<file path="config.mk">
export PLATFORM = sky130hd
export DESIGN_NAME = mem_stage
export DESIGN_NICKNAME = d
export VERILOG_FILES = /design/src/rtl/mem_stage.sv
export SDC_FILE = /design/constraint.sdc
export NUM_CORES = 2
export LEC_CHECK = 0
export ABC_CLOCK_PERIOD_IN_PS = 4600
export CAP_MARGIN = 15
export CORE_MARGIN = 5
export CORE_UTILIZATION = 60
export DETAILED_ROUTE_END_ITERATION = 12
export PLACE_DENSITY_LB_ADDON = 0.05
export SYNTH_ARGS = -nofsm -noshare
export SYNTH_HDL_FRONTEND = slang
export SYNTH_SLANG_ARGS = --single-unit
</file>
<file path="constraint.sdc">
create_clock -name clk -period 4.6 [get_ports clk]
set_clock_uncertainty 0.1 [all_clocks]
set_input_delay 0.46 -clock clk [delete_from_list [all_inputs] [get_ports clk]]
set_output_delay 0.46 -clock clk [all_outputs]
set_load 0.03 [all_outputs]
</file>
<file path="src/rtl/mem_stage.sv">
// Memory pipeline stage: word RAM with fixed-latency loads, single-cycle
// write-back for ALU results and stores, and a misalignment fault pulse.
module mem_stage #(
  parameter int unsigned MEM_LAT = 2,
  parameter int unsigned DEPTH   = 64
) (
  input  logic        clk,
  input  logic        rst,
  input  logic        valid_in,
  input  logic        mem_read,
  input  logic        mem_write,
  input  logic [31:0] F,
  input  logic [31:0] store_data,
  input  logic [3:0]  W_Addr,
  input  logic        Write_Reg,
  output logic        stall,
  output logic        wb_valid,
  output logic [31:0] wb_data,
  output logic [3:0]  wb_addr,
  output logic        wb_write_reg,
  output logic        misalign
);

  localparam int unsigned AW = $clog2(DEPTH);
  localparam int unsigned CW = 3;

  typedef enum logic {IDLE = 1'b0, WAIT = 1'b1} state_t;

  state_t        state_q, state_d;
  logic [CW-1:0] cnt_q, cnt_d;
  logic [AW-1:0] ld_addr_q, ld_addr_d;
  logic [3:0]    ld_reg_q, ld_reg_d;
  logic          ld_we_q, ld_we_d;
  logic          wb_valid_q, wb_valid_d;
  logic [31:0]   wb_data_q, wb_data_d;
  logic [3:0]    wb_addr_q, wb_addr_d;
  logic          wb_write_reg_q, wb_write_reg_d;
  logic          misalign_q, misalign_d;

  logic [31:0]   ram_q [DEPTH];
  logic          ram_we;
  logic [AW-1:0] ram_waddr;

  logic          is_mem;
  logic          is_misaligned;

  assign is_mem        = mem_read | mem_write;
  assign is_misaligned = is_mem && (F[1:0] != 2'b00);

  // Next-state, counter and write-back computation
  always_comb begin
    state_d        = state_q;
    cnt_d          = cnt_q;
    ld_addr_d      = ld_addr_q;
    ld_reg_d       = ld_reg_q;
    ld_we_d        = ld_we_q;
    wb_valid_d     = 1'b0;
    wb_data_d      = wb_data_q;
    wb_addr_d      = wb_addr_q;
    wb_write_reg_d = 1'b0;
    misalign_d     = 1'b0;
    ram_we         = 1'b0;
    ram_waddr      = F[2 +: AW];

    case (state_q)
      IDLE: begin
        if (valid_in) begin
          if (is_misaligned) begin
            misalign_d = 1'b1;
            wb_valid_d = 1'b1;
          end else if (mem_read) begin
            // A simultaneous read+write request is handled as a plain load
            ld_addr_d = F[2 +: AW];
            ld_reg_d  = W_Addr;
            ld_we_d   = Write_Reg;
            cnt_d     = CW'(MEM_LAT - 1);
            state_d   = WAIT;
          end else if (mem_write) begin
            ram_we     = 1'b1;
            wb_valid_d = 1'b1;
          end else begin
            wb_valid_d     = 1'b1;
            wb_data_d      = F;
            wb_addr_d      = W_Addr;
            wb_write_reg_d = Write_Reg;
          end
        end
      end
      WAIT: begin
        if (cnt_q != '0) begin
          cnt_d = cnt_q - CW'(1);
        end else begin
          wb_valid_d     = 1'b1;
          wb_data_d      = ram_q[ld_addr_q];
          wb_addr_d      = ld_reg_q;
          wb_write_reg_d = ld_we_q;
          state_d        = IDLE;
        end
      end
      default: state_d = IDLE;
    endcase
  end

  // Control and write-back registers
  always_ff @(posedge clk or posedge rst) begin
    if (rst) begin
      state_q        <= IDLE;
      cnt_q          <= '0;
      ld_addr_q      <= '0;
      ld_reg_q       <= '0;
      ld_we_q        <= 1'b0;
      wb_valid_q     <= 1'b0;
      wb_data_q      <= '0;
      wb_addr_q      <= '0;
      wb_write_reg_q <= 1'b0;
      misalign_q     <= 1'b0;
    end else begin
      state_q        <= state_d;
      cnt_q          <= cnt_d;
      ld_addr_q      <= ld_addr_d;
      ld_reg_q       <= ld_reg_d;
      ld_we_q        <= ld_we_d;
      wb_valid_q     <= wb_valid_d;
      wb_data_q      <= wb_data_d;
      wb_addr_q      <= wb_addr_d;
      wb_write_reg_q <= wb_write_reg_d;
      misalign_q     <= misalign_d;
    end
  end

  // Data RAM keeps its contents across reset
  always_ff @(posedge clk) begin
    if (ram_we && !rst) begin
      ram_q[ram_waddr] <= store_data;
    end
  end

  assign stall        = (state_q == WAIT);
  assign wb_valid     = wb_valid_q;
  assign wb_data      = wb_data_q;
  assign wb_addr      = wb_addr_q;
  assign wb_write_reg = wb_write_reg_q;
  assign misalign     = misalign_q;

endmodule

</file>
Word-level counts from Yosys, hierarchy flattened
Memories as Yosys holds them, arrays and structs flattened.
Index checks and enable logic that the tools add are counted.

word-level totals
  memories kept = 1
  output and inout port bits = 40
  logic and storage cells = 73
  register bits after elaboration = 54
  input bits = 74
  RAM bits = 2,048

memory list
  memory  depth  bits a word  read ports  clocked after memory_dff  wr ports  RTL line  text
  ram_q   64     32           1           0                         1         40        logic [31:0] ram_q [DEPTH];

cells by class
  add/subtract/negate cells = 1
  equality and inequality tests = 7
  mux-type cells = 43
  reduce and logical (&&, ||, !) cells = 8
  bitwise gates (word level) = 3

operators by type and width
  kind                   number
  $mux W32               5
  $pmux W32 S2           1
  $mux W1                23
  $mux W4                5
  $mux W3                4
  $ne A2 B2 Y1 const B   6
  $pmux W4 S2            1
  $reduce_and A4 Y1      2
  $pmux W1 S2            3
  $pmux W3 S2            1
  $reduce_and A5 Y1      1
  $reduce_bool A3 Y1     1
  $sub A3 B1 Y3 const B  1
  $logic_and A1 B1 Y1    2
  $ne A2 B1 Y1 const B   1
  $not A1 Y1             2
  $reduce_bool A2 Y1     1
  $logic_not A1 Y1       1
  $or A1 B1 Y1           1

Logic depth before layout (Yosys ltp)
  depth in word-level cells = 8
  depth in mapped cells = 10
  mapped depth without buffers = 7

Worst setup path before layout
No wires, ideal clock.

  path kind = register -> register
  start = reg state_q (netlist: stall)
  end = mem ram_q[62][0], enable pin
  library setup time = 0.421 ns
  required time = 4.079 ns
  arrival = 2.792 ns
  period minus slack after synthesis = 3.313 ns
  buffers on the path = 1
  cell stages (with the launch flop) = 7
  slack = 1.287 ns
  cell sequence = dfrtp_1 -> nor2b_1 -> clkbuf_1 -> nand3_1 -> nor2_1 -> nand3_1 -> nor2_1

on the way
  cells in the longest elaborated chain, start to end = 4

RTL lines
  element                        RTL line  text
  from (decl)                    29        state_t state_q, state_d;
  from (signal assigned)         118       state_q <= state_d;
  $mux W1                        65        case (state_q)
  $logic_and A1 B1 Y1            133       if (ram_we && !rst) begin
  $mux W1                        133
  $mux W1 (not written as such)  134       ram_q[ram_waddr] <= store_data;
  to (decl)                      40

Every way passes these cells.

Worst setup path after layout
  start = reg ld_addr_q[0]
  end = reg wb_data_q[10] (netlist: wb_data[10])

on the way
  cells in the longest elaborated chain, start to end = 3

RTL lines
  element                 RTL line  text
  from (decl)             31        logic [AW-1:0] ld_addr_q, ld_addr_d;
  from (signal assigned)  120       ld_addr_q <= ld_addr_d;
  $mem_v2 Z64 W32         -
  $mux W32                90        if (cnt_q != '0) begin
  $pmux W32 S2            65
  to (signal assigned)    124       wb_data_q <= wb_data_d;
  to (decl)               35        logic [31:0] wb_data_q, wb_data_d;

Every way passes these cells. The select of a mux whose other input is x is not followed.
A chain may end at the register's enable or synchronous reset.

==> impl_metrics.env <==
export IMPL_cp_start_kind="register"
export IMPL_hold_viol_final=0
export IMPL_synth_distinct_cells=50
export IMPL_min_period_ns=3.81
export IMPL_final_antenna_net_count=0
export IMPL_cp_required_ns=5.13
export IMPL_max_slew_margin_rel_pct=19.6
export IMPL_slew_violations=0
export IMPL_ys_ff_latch=2102
export IMPL_clk_latency_ns=0.81
export IMPL_highest_layer="met5"
export IMPL_initial_core_util_pct=60.3
export IMPL_reg2reg_to="wb_data[10]"
export IMPL_worstReg2RegStart="ld_addr_q[0]"
export IMPL_clockBufferDepth=3
export IMPL_first_pass_iters=6
export IMPL_syn_to_final_growth_pct=14.2
export IMPL_synth_edf_count=2048
export IMPL_final_layout_size_suffix_gt1_share_pct=30.2
export IMPL_place_ws_ns=0.775
export IMPL_drc_errors=0
export IMPL_grt_start_max_net_pins=83
export IMPL_grt_ovfl_total=0
export IMPL_ctsResizeCount=0
export IMPL_syn_area_per_cell_sq_um=23.3
export IMPL_ir_drop_v=0.000373
export IMPL_dieArea_sq_um=141000
export IMPL_routed_via_density=6.78
export IMPL_io_buffers=113
export IMPL_synth_top_family_by_area="multiplexers"
export IMPL_die_y_microns=376
export IMPL_clock_sinks=2102
export IMPL_numCtsBuffers=204
export IMPL_yosysTopAreaCell="edfxtp_1"
export IMPL_core_area_sq_um=133000
export IMPL_startpoint="ld_addr_q[0]"
export IMPL_critPathKind="reg -> reg"
export IMPL_post_cts_setup_buffer_count=0
export IMPL_synthesis_nets=3523
export IMPL_wl_met2_microns=97600
export IMPL_largest_reg_flops=2048
export IMPL_grt_pass1_wl_microns=288000
export IMPL_path_clk_slew_ns=0.06
export IMPL_yosys_top_cells_count="edfxtp_1, mux4_2, nor2_1"
export IMPL_setup_ws_ns=0.795
export IMPL_crit_end="wb_data[10]"
export IMPL_h_tree_depth=4
export IMPL_yosys_area_share_adder_pct=0.0312
export IMPL_regMostFlops="ram_q"
export IMPL_ff2ff_setup_slack_ns=0.79
export IMPL_hold_class="in -> reg"
export IMPL_fin_tns_setup_ns=0
export IMPL_ys_flop_type="edfxtp_1"
export IMPL_antenna_found_initial=11
export IMPL_synthSimpleGateAreaFrac_pct=1.88
export IMPL_synth_area_leaders="edfxtp_1, mux4_2, dfrtp_1"
export IMPL_drt_wl_total_microns=202000
export IMPL_outcome="complete, no violations"
export IMPL_fmax_ghz=0.263
export IMPL_dp_hpwl_microns=118000
export IMPL_synth_most_common_cell="edfxtp_1"
export IMPL_synth_compound_area_share_pct=1.43
export IMPL_syn_area_sq_um=80300
export IMPL_root_buffer="clkbuf_16"
export IMPL_setup_viol=0
export IMPL_netlist_instances=3447
export IMPL_finish_net_count=3870
export IMPL_num_io_pins=114
export IMPL_ys_seq_area_share_pct=78.2
export IMPL_async_flop_share_pct=2.57
export IMPL_rsz0062_at_grt="no"
export IMPL_hold_start="store_data[16]"
export IMPL_reg2regPathDepth=6
export IMPL_crit_arrival_ns=4.33
export IMPL_fin_crit_sh_pct=82.7
export IMPL_grt_pass1_vias=39238
export IMPL_synth_xor_area_share_pct=0
export IMPL_yosysTopAreaCellShare_pct=76.6
export IMPL_synthMuxAreaShare_pct=17.3
export IMPL_power_density_nw_per_um2=542
export IMPL_cp_end_kind="register"
export IMPL_grt_usage_pct=29.0
export IMPL_place_area_sq_um=85100
export IMPL_final_cell_area_sq_um=91800
export IMPL_worstPathMaxFanout=25
export IMPL_p_leak_uw=0.0286
export IMPL_avgRoutedWirePerCell_microns=35.2
export IMPL_vias=38914
export IMPL_drt_initial_drc_count=4851
export IMPL_place_gp_congestion=0.897
export IMPL_ys_warnings_count=0
export IMPL_tightest_slew_ns=1.21
export IMPL_ctsHoldBuffers=1
export IMPL_rows=134
export IMPL_cts_tree="done"
export IMPL_wl_met3_microns=20300
export IMPL_die_x_microns=376
export IMPL_wl_met1_microns=79500
export IMPL_max_cap_violations=0
==> routing by layer <==
| metal | up-vias | GRT usage (%) |
|---|---|---|
| li1 | 15467 | - |
| met3 | 334 | 7.40 |
| met5 | - | 0 |
| met4 | 2 | 7.16 |
| met2 | 2124 | 45.3 |
| met1 | 20987 | 42.1 |
==> cell usage in the layout, fill, tap and decap left out, types with 7 or more instances in the layout <==
master / instances
a2111oi_0: 24
a21oi_1: 21
a22oi_1: 61
buf_12: 38
buf_2: 32
buf_4: 174
bufinv_16: 16
clkbuf_1: 43
clkbuf_16: 205
clkbuf_8: 7
clkdlybuf4s50_1: 81
clkinv_1: 53
clkinv_2: 38
dfrtp_1: 49
edfxtp_1: 2048
mux2_2: 19
mux2i_1: 83
mux4_2: 569
nand2_1: 60
nand3_1: 44
nor2_1: 58
nor2_4: 64
nor2b_1: 13
nor3_1: 18
nor3b_1: 30
o211ai_1: 9
o21ai_0: 10
==> metrics by stage <==
stage,std cells,total power (uW),hold WS [ns],utilization (%)
after floorplan,3447,29600,0.357,-
after global placement,5345,33800,0.365,63.8
after detailed placement,5345,33900,0.370,63.8
after CTS,5726,50000,0.0350,68.7
after global routing,5736,51400,0.0496,68.8
final,5742,49700,0.0610,68.8
==> power breakdown <==
part | internal, uW | switching (uW)
Combinational | 5400 | 6490
Sequential | 21200 | 457
Clock | 9190 | 6940
Total | 35800 | 13900
==> critical path: stages, from the launching register on <==
cell	delay (ns)
dfrtp_4	0.86
buf_12	0.27
buf_12	0.25
mux4_2	0.56
mux4_2	0.55
a22oi_1	0.83
nand3_1	0.18
==> cell families after synthesis <==
group | after synthesis
fa+ha+maj | 2
mux | 671
flops | 2102
simple gates | 319
buf+inv | 195
compound gates | 158
==> layout make-up <==
| cell class | instances | area (sq um) |
|---|---|---|
| Antenna cell | 6 | 15.0 |
| Clock buffer | 255 | 5390 |
| Clock inverter | 125 | 1090 |
| Fill cell | 8096 | 41500 |
| Inverter | 7 | 26.3 |
| Multi-Input combinational cell | 1150 | 17100 |
| Sequential cell | 2102 | 62900 |
| Tap cell | 1768 | 2210 |
| Timing Repair Buffer | 329 | 3100 |
==> worst min-delay path by stage <==
| stage | to | cells after the start |
|---|---|---|
| final | ram_q[2][16] | 1 |
| after detailed placement | wb_addr[1] | 2 |
| after floorplan | cnt_q[0] | 1 |
| after CTS | ram_q[49][23] | 1 |
| after global routing | ram_q[2][16] | 1 |
| after global placement | wb_addr[1] | 2 |
No activity file was read; power rests on OpenSTA's default activity.
